`config.mk`:
```
export PLATFORM = sky130hd
export DESIGN_NAME = rv32_bus_arbiter_flat
export DESIGN_NICKNAME = d
export VERILOG_FILES = /design/src/rtl/rv32_bus_pkg.sv /design/src/rtl/rv32_bus_arbiter_if.sv /design/src/rtl/rv32_bus_arbiter_select.sv /design/src/rtl/rv32_bus_arbiter.sv /design/src/flat_wrapper.sv
export SDC_FILE = /design/constraint.sdc
export NUM_CORES = 1
export LEC_CHECK = 0
export ABC_CLOCK_PERIOD_IN_PS = 2330
export BUFFER_PORTS_ARGS = -buffer_cell sky130_fd_sc_hd__buf_2
export CAP_MARGIN = 20
export CORE_ASPECT_RATIO = 1.1
export CORE_MARGIN = 5
export CORE_UTILIZATION = 29
export DETAILED_ROUTE_END_ITERATION = 6
export PLACE_DENSITY = 0.68
export REMOVE_ABC_BUFFERS = 1
export SLEW_MARGIN = 0
export SYNTH_ARGS = -nofsm -noshare
export SYNTH_HDL_FRONTEND = slang
export SYNTH_HIERARCHICAL = 1
export SYNTH_SLANG_ARGS = --single-unit
export TNS_END_PERCENT = 50
```
`constraint.sdc`:
```
create_clock -name clk -period 2.33 [get_ports clk]
set_input_delay 0.466 -clock clk [delete_from_list [all_inputs] [get_ports clk]]
set_output_delay 0.466 -clock clk [all_outputs]
set_load 0.02 [all_outputs]
```
`src/rtl/rv32_bus_pkg.sv`:
```
// Shared types for the rv32 bus arbiter: FSM states, arbitration modes and a ring-index helper.
package rv32_bus_pkg;

    typedef enum logic [1:0] {
        ST_IDLE     = 2'd0,
        ST_REQUEST  = 2'd1,
        ST_RESPONSE = 2'd2
    } arb_state_e;

    localparam int MODE_FIXED       = 0;
    localparam int MODE_ROUND_ROBIN = 1;

    // (base + off) mod n for base < n and off <= n, without a divider.
    function automatic int unsigned wrap_add(input int unsigned base,
                                             input int unsigned off,
                                             input int unsigned n);
        int unsigned s;
        s = base + off;
        if (s >= n) s = s - n;
        return s;
    endfunction

endpackage

```
`src/rtl/rv32_bus_arbiter_if.sv`:
```
// Request/response and downstream bus bundle; slave = arbiter view, master = environment view.
interface rv32_bus_arbiter_if #(
    parameter int NUM_PORTS  = 2,
    parameter int ADDR_WIDTH = 32,
    parameter int DATA_WIDTH = 32
);
    logic [NUM_PORTS-1:0]              req_valid_in;
    logic [NUM_PORTS-1:0]              req_ready_out;
    logic [NUM_PORTS*ADDR_WIDTH-1:0]   req_address_in;
    logic [NUM_PORTS*DATA_WIDTH/8-1:0] req_write_mask_in;
    logic [NUM_PORTS*DATA_WIDTH-1:0]   req_write_value_in;
    logic [NUM_PORTS-1:0]              resp_valid_out;
    logic [DATA_WIDTH-1:0]             resp_read_value_out;
    logic                              bus_valid_out;
    logic                              bus_ready_in;
    logic [ADDR_WIDTH-1:0]             bus_address_out;
    logic [DATA_WIDTH/8-1:0]           bus_write_mask_out;
    logic [DATA_WIDTH-1:0]             bus_write_value_out;
    logic                              bus_resp_valid_in;
    logic [DATA_WIDTH-1:0]             bus_read_value_in;

    modport slave (
        input  req_valid_in, req_address_in, req_write_mask_in, req_write_value_in,
        input  bus_ready_in, bus_resp_valid_in, bus_read_value_in,
        output req_ready_out, resp_valid_out, resp_read_value_out,
        output bus_valid_out, bus_address_out, bus_write_mask_out, bus_write_value_out
    );

    modport master (
        output req_valid_in, req_address_in, req_write_mask_in, req_write_value_in,
        output bus_ready_in, bus_resp_valid_in, bus_read_value_in,
        input  req_ready_out, resp_valid_out, resp_read_value_out,
        input  bus_valid_out, bus_address_out, bus_write_mask_out, bus_write_value_out
    );
endinterface

```
`src/rtl/rv32_bus_arbiter_select.sv`:
```
// Combinational winner selection: fixed priority (lowest index) or round-robin from ptr.
// Zero latency; pure function of requests and pointer, no backpressure of its own.
module rv32_bus_arbiter_select
    import rv32_bus_pkg::*;
#(
    parameter int NUM_PORTS   = 2,
    parameter int ROUND_ROBIN = MODE_FIXED,
    parameter int IDX_W       = 1
) (
    input  logic [NUM_PORTS-1:0] req,
    input  logic [IDX_W-1:0]     ptr,
    output logic [NUM_PORTS-1:0] grant,
    output logic [IDX_W-1:0]     idx,
    output logic                 any
);

    always_comb begin
        logic [IDX_W-1:0] p;
        grant = '0;
        idx   = '0;
        any   = 1'b0;
        p     = '0;
        // Walk the ring starting at the search origin; first hit wins.
        for (int unsigned k = 0; k < NUM_PORTS; k++) begin
            if (ROUND_ROBIN == MODE_ROUND_ROBIN) begin
                p = IDX_W'(wrap_add(32'(ptr), k, NUM_PORTS));
            end else begin
                p = IDX_W'(k);
            end
            if (!any && req[p]) begin
                any      = 1'b1;
                grant[p] = 1'b1;
                idx      = p;
            end
        end
    end

endmodule

```
`src/rtl/rv32_bus_arbiter.sv`:
```
// N-port to single-bus arbiter, one transaction outstanding; grant in IDLE, hold fields in REQUEST.
// Latency: 1 cycle grant->bus_valid, response pulse the cycle after completion; 2 cycles min per txn.
// Backpressure: bus_ready_in stalls REQUEST with fields stable; response wait in RESPONSE is unbounded.
module rv32_bus_arbiter
    import rv32_bus_pkg::*;
#(
    parameter int NUM_PORTS   = 2,
    parameter int ADDR_WIDTH  = 32,
    parameter int DATA_WIDTH  = 32,
    parameter int ROUND_ROBIN = MODE_FIXED
) (
    input  logic                clk,
    input  logic                reset_n,
    rv32_bus_arbiter_if.slave   arb_if
);

    localparam int IDX_W  = (NUM_PORTS > 1) ? $clog2(NUM_PORTS) : 1;
    localparam int MASK_W = DATA_WIDTH / 8;

    arb_state_e              state_q, state_d;
    logic [IDX_W-1:0]        ptr_q, ptr_d;
    logic [IDX_W-1:0]        idx_q, idx_d;
    logic [ADDR_WIDTH-1:0]   addr_q, addr_d;
    logic [MASK_W-1:0]       mask_q, mask_d;
    logic [DATA_WIDTH-1:0]   wdata_q, wdata_d;
    logic [NUM_PORTS-1:0]    resp_valid_q, resp_valid_d;
    logic [DATA_WIDTH-1:0]   rdata_q, rdata_d;

    logic [NUM_PORTS-1:0]    req_ready;
    logic                    bus_valid;
    logic                    complete;

    logic [NUM_PORTS-1:0]    sel_grant;
    logic [IDX_W-1:0]        sel_idx;
    logic                    sel_any;

    logic [ADDR_WIDTH-1:0]   port_addr  [NUM_PORTS];
    logic [MASK_W-1:0]       port_mask  [NUM_PORTS];
    logic [DATA_WIDTH-1:0]   port_wdata [NUM_PORTS];

    for (genvar g = 0; g < NUM_PORTS; g++) begin : g_unpack
        assign port_addr[g]  = arb_if.req_address_in[g*ADDR_WIDTH +: ADDR_WIDTH];
        assign port_mask[g]  = arb_if.req_write_mask_in[g*MASK_W +: MASK_W];
        assign port_wdata[g] = arb_if.req_write_value_in[g*DATA_WIDTH +: DATA_WIDTH];
    end

    rv32_bus_arbiter_select #(
        .NUM_PORTS   (NUM_PORTS),
        .ROUND_ROBIN (ROUND_ROBIN),
        .IDX_W       (IDX_W)
    ) u_select (
        .req   (arb_if.req_valid_in),
        .ptr   (ptr_q),
        .grant (sel_grant),
        .idx   (sel_idx),
        .any   (sel_any)
    );

    always_comb begin
        state_d      = state_q;
        ptr_d        = ptr_q;
        idx_d        = idx_q;
        addr_d       = addr_q;
        mask_d       = mask_q;
        wdata_d      = wdata_q;
        resp_valid_d = '0;
        rdata_d      = rdata_q;
        req_ready    = '0;
        bus_valid    = 1'b0;
        complete     = 1'b0;

        case (state_q)
            ST_IDLE: begin
                // Late or spurious bus responses are deliberately not looked at here.
                if (sel_any) begin
                    req_ready = sel_grant;
                    idx_d     = sel_idx;
                    addr_d    = port_addr[sel_idx];
                    mask_d    = port_mask[sel_idx];
                    wdata_d   = port_wdata[sel_idx];
                    if (ROUND_ROBIN == MODE_ROUND_ROBIN) begin
                        ptr_d = IDX_W'(wrap_add(32'(sel_idx), 1, NUM_PORTS));
                    end
                    state_d = ST_REQUEST;
                end
            end
            ST_REQUEST: begin
                bus_valid = 1'b1;
                if (arb_if.bus_ready_in) begin
                    if (arb_if.bus_resp_valid_in) complete = 1'b1;
                    else                          state_d  = ST_RESPONSE;
                end
            end
            ST_RESPONSE: begin
                if (arb_if.bus_resp_valid_in) complete = 1'b1;
            end
            default: state_d = ST_IDLE;
        endcase

        if (complete) begin
            state_d             = ST_IDLE;
            resp_valid_d[idx_q] = 1'b1;
            rdata_d             = arb_if.bus_read_value_in;
        end
    end

    always_ff @(posedge clk or negedge reset_n) begin
        if (!reset_n) begin
            state_q      <= ST_IDLE;
            ptr_q        <= '0;
            idx_q        <= '0;
            addr_q       <= '0;
            mask_q       <= '0;
            wdata_q      <= '0;
            resp_valid_q <= '0;
            rdata_q      <= '0;
        end else begin
            state_q      <= state_d;
            ptr_q        <= ptr_d;
            idx_q        <= idx_d;
            addr_q       <= addr_d;
            mask_q       <= mask_d;
            wdata_q      <= wdata_d;
            resp_valid_q <= resp_valid_d;
            rdata_q      <= rdata_d;
        end
    end

    // The grant is combinational from IDLE, so it must be masked while reset is held.
    assign arb_if.req_ready_out       = req_ready & {NUM_PORTS{reset_n}};
    assign arb_if.bus_valid_out       = bus_valid;
    assign arb_if.bus_address_out     = addr_q;
    assign arb_if.bus_write_mask_out  = mask_q;
    assign arb_if.bus_write_value_out = wdata_q;
    assign arb_if.resp_valid_out      = resp_valid_q;
    assign arb_if.resp_read_value_out = rdata_q;

endmodule

```
`src/flat_wrapper.sv`:
```
// flat-port wrapper written by rule: the top's interface ports become plain ports
module rv32_bus_arbiter_flat import rv32_bus_pkg::*;
#(
    parameter int NUM_PORTS   = 2,
    parameter int ADDR_WIDTH  = 32,
    parameter int DATA_WIDTH  = 32,
    parameter int ROUND_ROBIN = MODE_FIXED
)
  (clk, reset_n, arb_if_req_valid_in, arb_if_req_address_in, arb_if_req_write_mask_in, arb_if_req_write_value_in, arb_if_bus_ready_in, arb_if_bus_resp_valid_in, arb_if_bus_read_value_in, arb_if_req_ready_out, arb_if_resp_valid_out, arb_if_resp_read_value_out, arb_if_bus_valid_out, arb_if_bus_address_out, arb_if_bus_write_mask_out, arb_if_bus_write_value_out);
  rv32_bus_arbiter_if #(.NUM_PORTS(NUM_PORTS), .ADDR_WIDTH(ADDR_WIDTH), .DATA_WIDTH(DATA_WIDTH)) arb_if_i ();
  input  logic clk;
  input  logic reset_n;
  input wire logic [$bits(arb_if_i.req_valid_in)-1:0] arb_if_req_valid_in;
  input wire logic [$bits(arb_if_i.req_address_in)-1:0] arb_if_req_address_in;
  input wire logic [$bits(arb_if_i.req_write_mask_in)-1:0] arb_if_req_write_mask_in;
  input wire logic [$bits(arb_if_i.req_write_value_in)-1:0] arb_if_req_write_value_in;
  input wire logic [$bits(arb_if_i.bus_ready_in)-1:0] arb_if_bus_ready_in;
  input wire logic [$bits(arb_if_i.bus_resp_valid_in)-1:0] arb_if_bus_resp_valid_in;
  input wire logic [$bits(arb_if_i.bus_read_value_in)-1:0] arb_if_bus_read_value_in;
  output wire logic [$bits(arb_if_i.req_ready_out)-1:0] arb_if_req_ready_out;
  output wire logic [$bits(arb_if_i.resp_valid_out)-1:0] arb_if_resp_valid_out;
  output wire logic [$bits(arb_if_i.resp_read_value_out)-1:0] arb_if_resp_read_value_out;
  output wire logic [$bits(arb_if_i.bus_valid_out)-1:0] arb_if_bus_valid_out;
  output wire logic [$bits(arb_if_i.bus_address_out)-1:0] arb_if_bus_address_out;
  output wire logic [$bits(arb_if_i.bus_write_mask_out)-1:0] arb_if_bus_write_mask_out;
  output wire logic [$bits(arb_if_i.bus_write_value_out)-1:0] arb_if_bus_write_value_out;
  assign arb_if_i.req_valid_in = arb_if_req_valid_in;
  assign arb_if_i.req_address_in = arb_if_req_address_in;
  assign arb_if_i.req_write_mask_in = arb_if_req_write_mask_in;
  assign arb_if_i.req_write_value_in = arb_if_req_write_value_in;
  assign arb_if_i.bus_ready_in = arb_if_bus_ready_in;
  assign arb_if_i.bus_resp_valid_in = arb_if_bus_resp_valid_in;
  assign arb_if_i.bus_read_value_in = arb_if_bus_read_value_in;
  assign arb_if_req_ready_out = arb_if_i.req_ready_out;
  assign arb_if_resp_valid_out = arb_if_i.resp_valid_out;
  assign arb_if_resp_read_value_out = arb_if_i.resp_read_value_out;
  assign arb_if_bus_valid_out = arb_if_i.bus_valid_out;
  assign arb_if_bus_address_out = arb_if_i.bus_address_out;
  assign arb_if_bus_write_mask_out = arb_if_i.bus_write_mask_out;
  assign arb_if_bus_write_value_out = arb_if_i.bus_write_value_out;
  rv32_bus_arbiter #(.NUM_PORTS(NUM_PORTS), .ADDR_WIDTH(ADDR_WIDTH), .DATA_WIDTH(DATA_WIDTH), .ROUND_ROBIN(ROUND_ROBIN)) u_core (.clk(clk), .reset_n(reset_n), .arb_if(arb_if_i));
endmodule
```
==> reports/qor.csv <==
metric,value,unit
outcome,"finished, final reports clean",
die_w,132,µm
die_h,144,µm
cts.clk_slew.worst_paths,0.07,ns
gp_congestion,0.730,
critical_path_depth,5,
p_leak,3.29,nW
cts-root-buf,clkbuf_16,
max_slew_margin,62.3,%
reg2reg_depth,6,
grt_usage,13.3,%
irDropWorstVdd,0.673,mV
cp_slowest_stage_delay,0.40,ns
fin_cells,873,
critical_path_class,reg2out,
setup-violations-final,0,
initial_core_util,29.3,%
port_buffers,278,
grt_pass1_wl,20400,µm
antenna_found_initial,0,
area_growth,39.4,%
crit_required,1.86,ns
syn_inst,395,
grt_pass1_vias,3929,
ff2ff_setup_slack,0.48,ns
wl_per_cell,14.9,µm
ys_warn_count,6,
firstDrtPassIters,4,
fin_skew,0.00920,ns
maxSlewViolCount,0,
holdWs,0.166,ns
worstPathArrival,1.65,ns
grt_overflow,0,
viasPerCell,4.36,
postRouteAntennaNets,0,
die_area,19100,µm²
cts_hold_buf,0,
layout-drive-gt1-share,50.7,%
core,16200,µm²
fillers,1622,
path_buf_inv,2,
path_max_fanout,4,
crit_chain,inv_1 > ha_1 > and2_4 > and3_1 > buf_2,
max_freq,474,MHz
rows,49,
fin_nets,845,
hpwl,10400,µm
finalCriticalPeriod,2.11,ns
design_area,6640,µm²
place_area,6360,µm²
cp-end-kind,output pin,
maxCapViolCount,0,
cts_max_level,3,
syn_area,4760,µm²
dp_cells,859,
regToRegStartpoint,u_core/state_q[1],
crit_family,flip-flops,
syn_area_per_cell,12.1,µm²
worstSetupStartpointType,flip-flop,
cts_sinks,105,
cts_setup_buffers,0,
rsz0062_at_grt,false,
finalCritPeriodShare,90.6,%
grt_max_degree,87,
r2r-end,u_core/arb_if.resp_read_value_out[7],
drt_wl_total,13000,µm
slowest_stage,dfrtp_1,
n_antenna_cell,0,
hold_viol,0,
hp-class,in2async,
route.detailed.drc,0,
io-pin-count,279,
setup_tns,0,ns
tightest_slew,0.565,ns
insertion_delay,0.34,ns
cts_tree,yes,
cts-buffers-inserted,9,
first_iter_violations,81,
clk_path_buf_depth,2,
cts_resized,0,
vias,3806,
powerDensity,1340,nW/µm²
worst register-to-register path: cells and delay by family, from the launching register on:
family,cells,cell delay (ns)
buffers and inverters,2,0.35
muxes,1,0.39
and+or+nand+nor,2,0.34
DFF,1,0.38
adders and majority gates,1,0.28
area by class of cell:
type / count / area (µm²) / area share, %
Inverter: 3 / 11.3 / 0.170
Tap cell: 204 / 255 / 3.84
Timing Repair Buffer: 289 / 1510 / 22.8
Clock inverter: 3 / 42.5 / 0.641
Clock buffer: 11 / 243 / 3.65
Sequential cell: 105 / 2630 / 39.6
Multi-Input combinational cell: 258 / 1950 / 29.3
stage by stage:
stage                     util, %  power [mW]  setup WS, ns
after CTS                    40.9        9.07         0.138
final                        40.9        8.90         0.218
after global placement       39.1        7.44         0.490
after floorplan                 -        5.97         -3.68
after detailed placement     39.1        7.53         0.487
after global routing         40.9        9.57        0.0963
placed cells by master (no fill, tap or decap), types with 5 or more instances in the layout:
cell         n
dfrtp_1    105
mux2_4      26
a21oi_1     68
clkbuf_16    9
mux2i_1     69
mux2_2       6
ha_1         5
buf_4        9
buf_2      277
nor2_1      69
routing by layer:
layer  vias to the layer above  share of wire (%)  global-route usage (%)  wire [µm]
met3                         9                 11                    6.09       1480
li1                       1897                  -                       -          -
met2                       184                 49                    22.2       6330
met4                         0                1.1                    3.86        148
met1                      1716                 39                    15.6       5060
met5                         -                  0                       0          0
sequential cells by signal, summed over array words and instances, names as in the netlist:
signal                             cells
u_core/arb_if.bus_address_out         32
u_core/arb_if.bus_write_mask_out       4
u_core/arb_if.bus_write_value_out     32
u_core/arb_if.resp_read_value_out     32
u_core/arb_if.resp_valid_out           2
u_core/idx_q                           1
u_core/state_q                         2
worst max-delay path by stage:
stage | endpoint | from | slack, ns
4_1_cts | arb_if_req_ready_out[1] | u_core/state_q[0] | 0.14
5_1_grt | arb_if_req_ready_out[1] | u_core/state_q[1] | 0.1
3_3_place_gp | arb_if_req_ready_out[1] | arb_if_req_valid_in[0] | 0.49
6_report | arb_if_req_ready_out[1] | u_core/state_q[1] | 0.22
2_1_floorplan | arb_if_req_ready_out[1] | arb_if_req_valid_in[0] | -3.68
3_5_place_dp | u_core/arb_if.resp_read_value_out[7] | u_core/state_q[0] | 0.49
power breakdown:
group,leakage (nW),total (mW),internal [mW],switching (mW)
clock,0.137,1.47,0.849,0.626
combinational,1.95,4.24,1.68,2.56
sequential,1.20,3.18,2.73,0.456
total,3.29,8.90,5.25,3.64
Note: power is estimated with default switching activity, not from simulation.
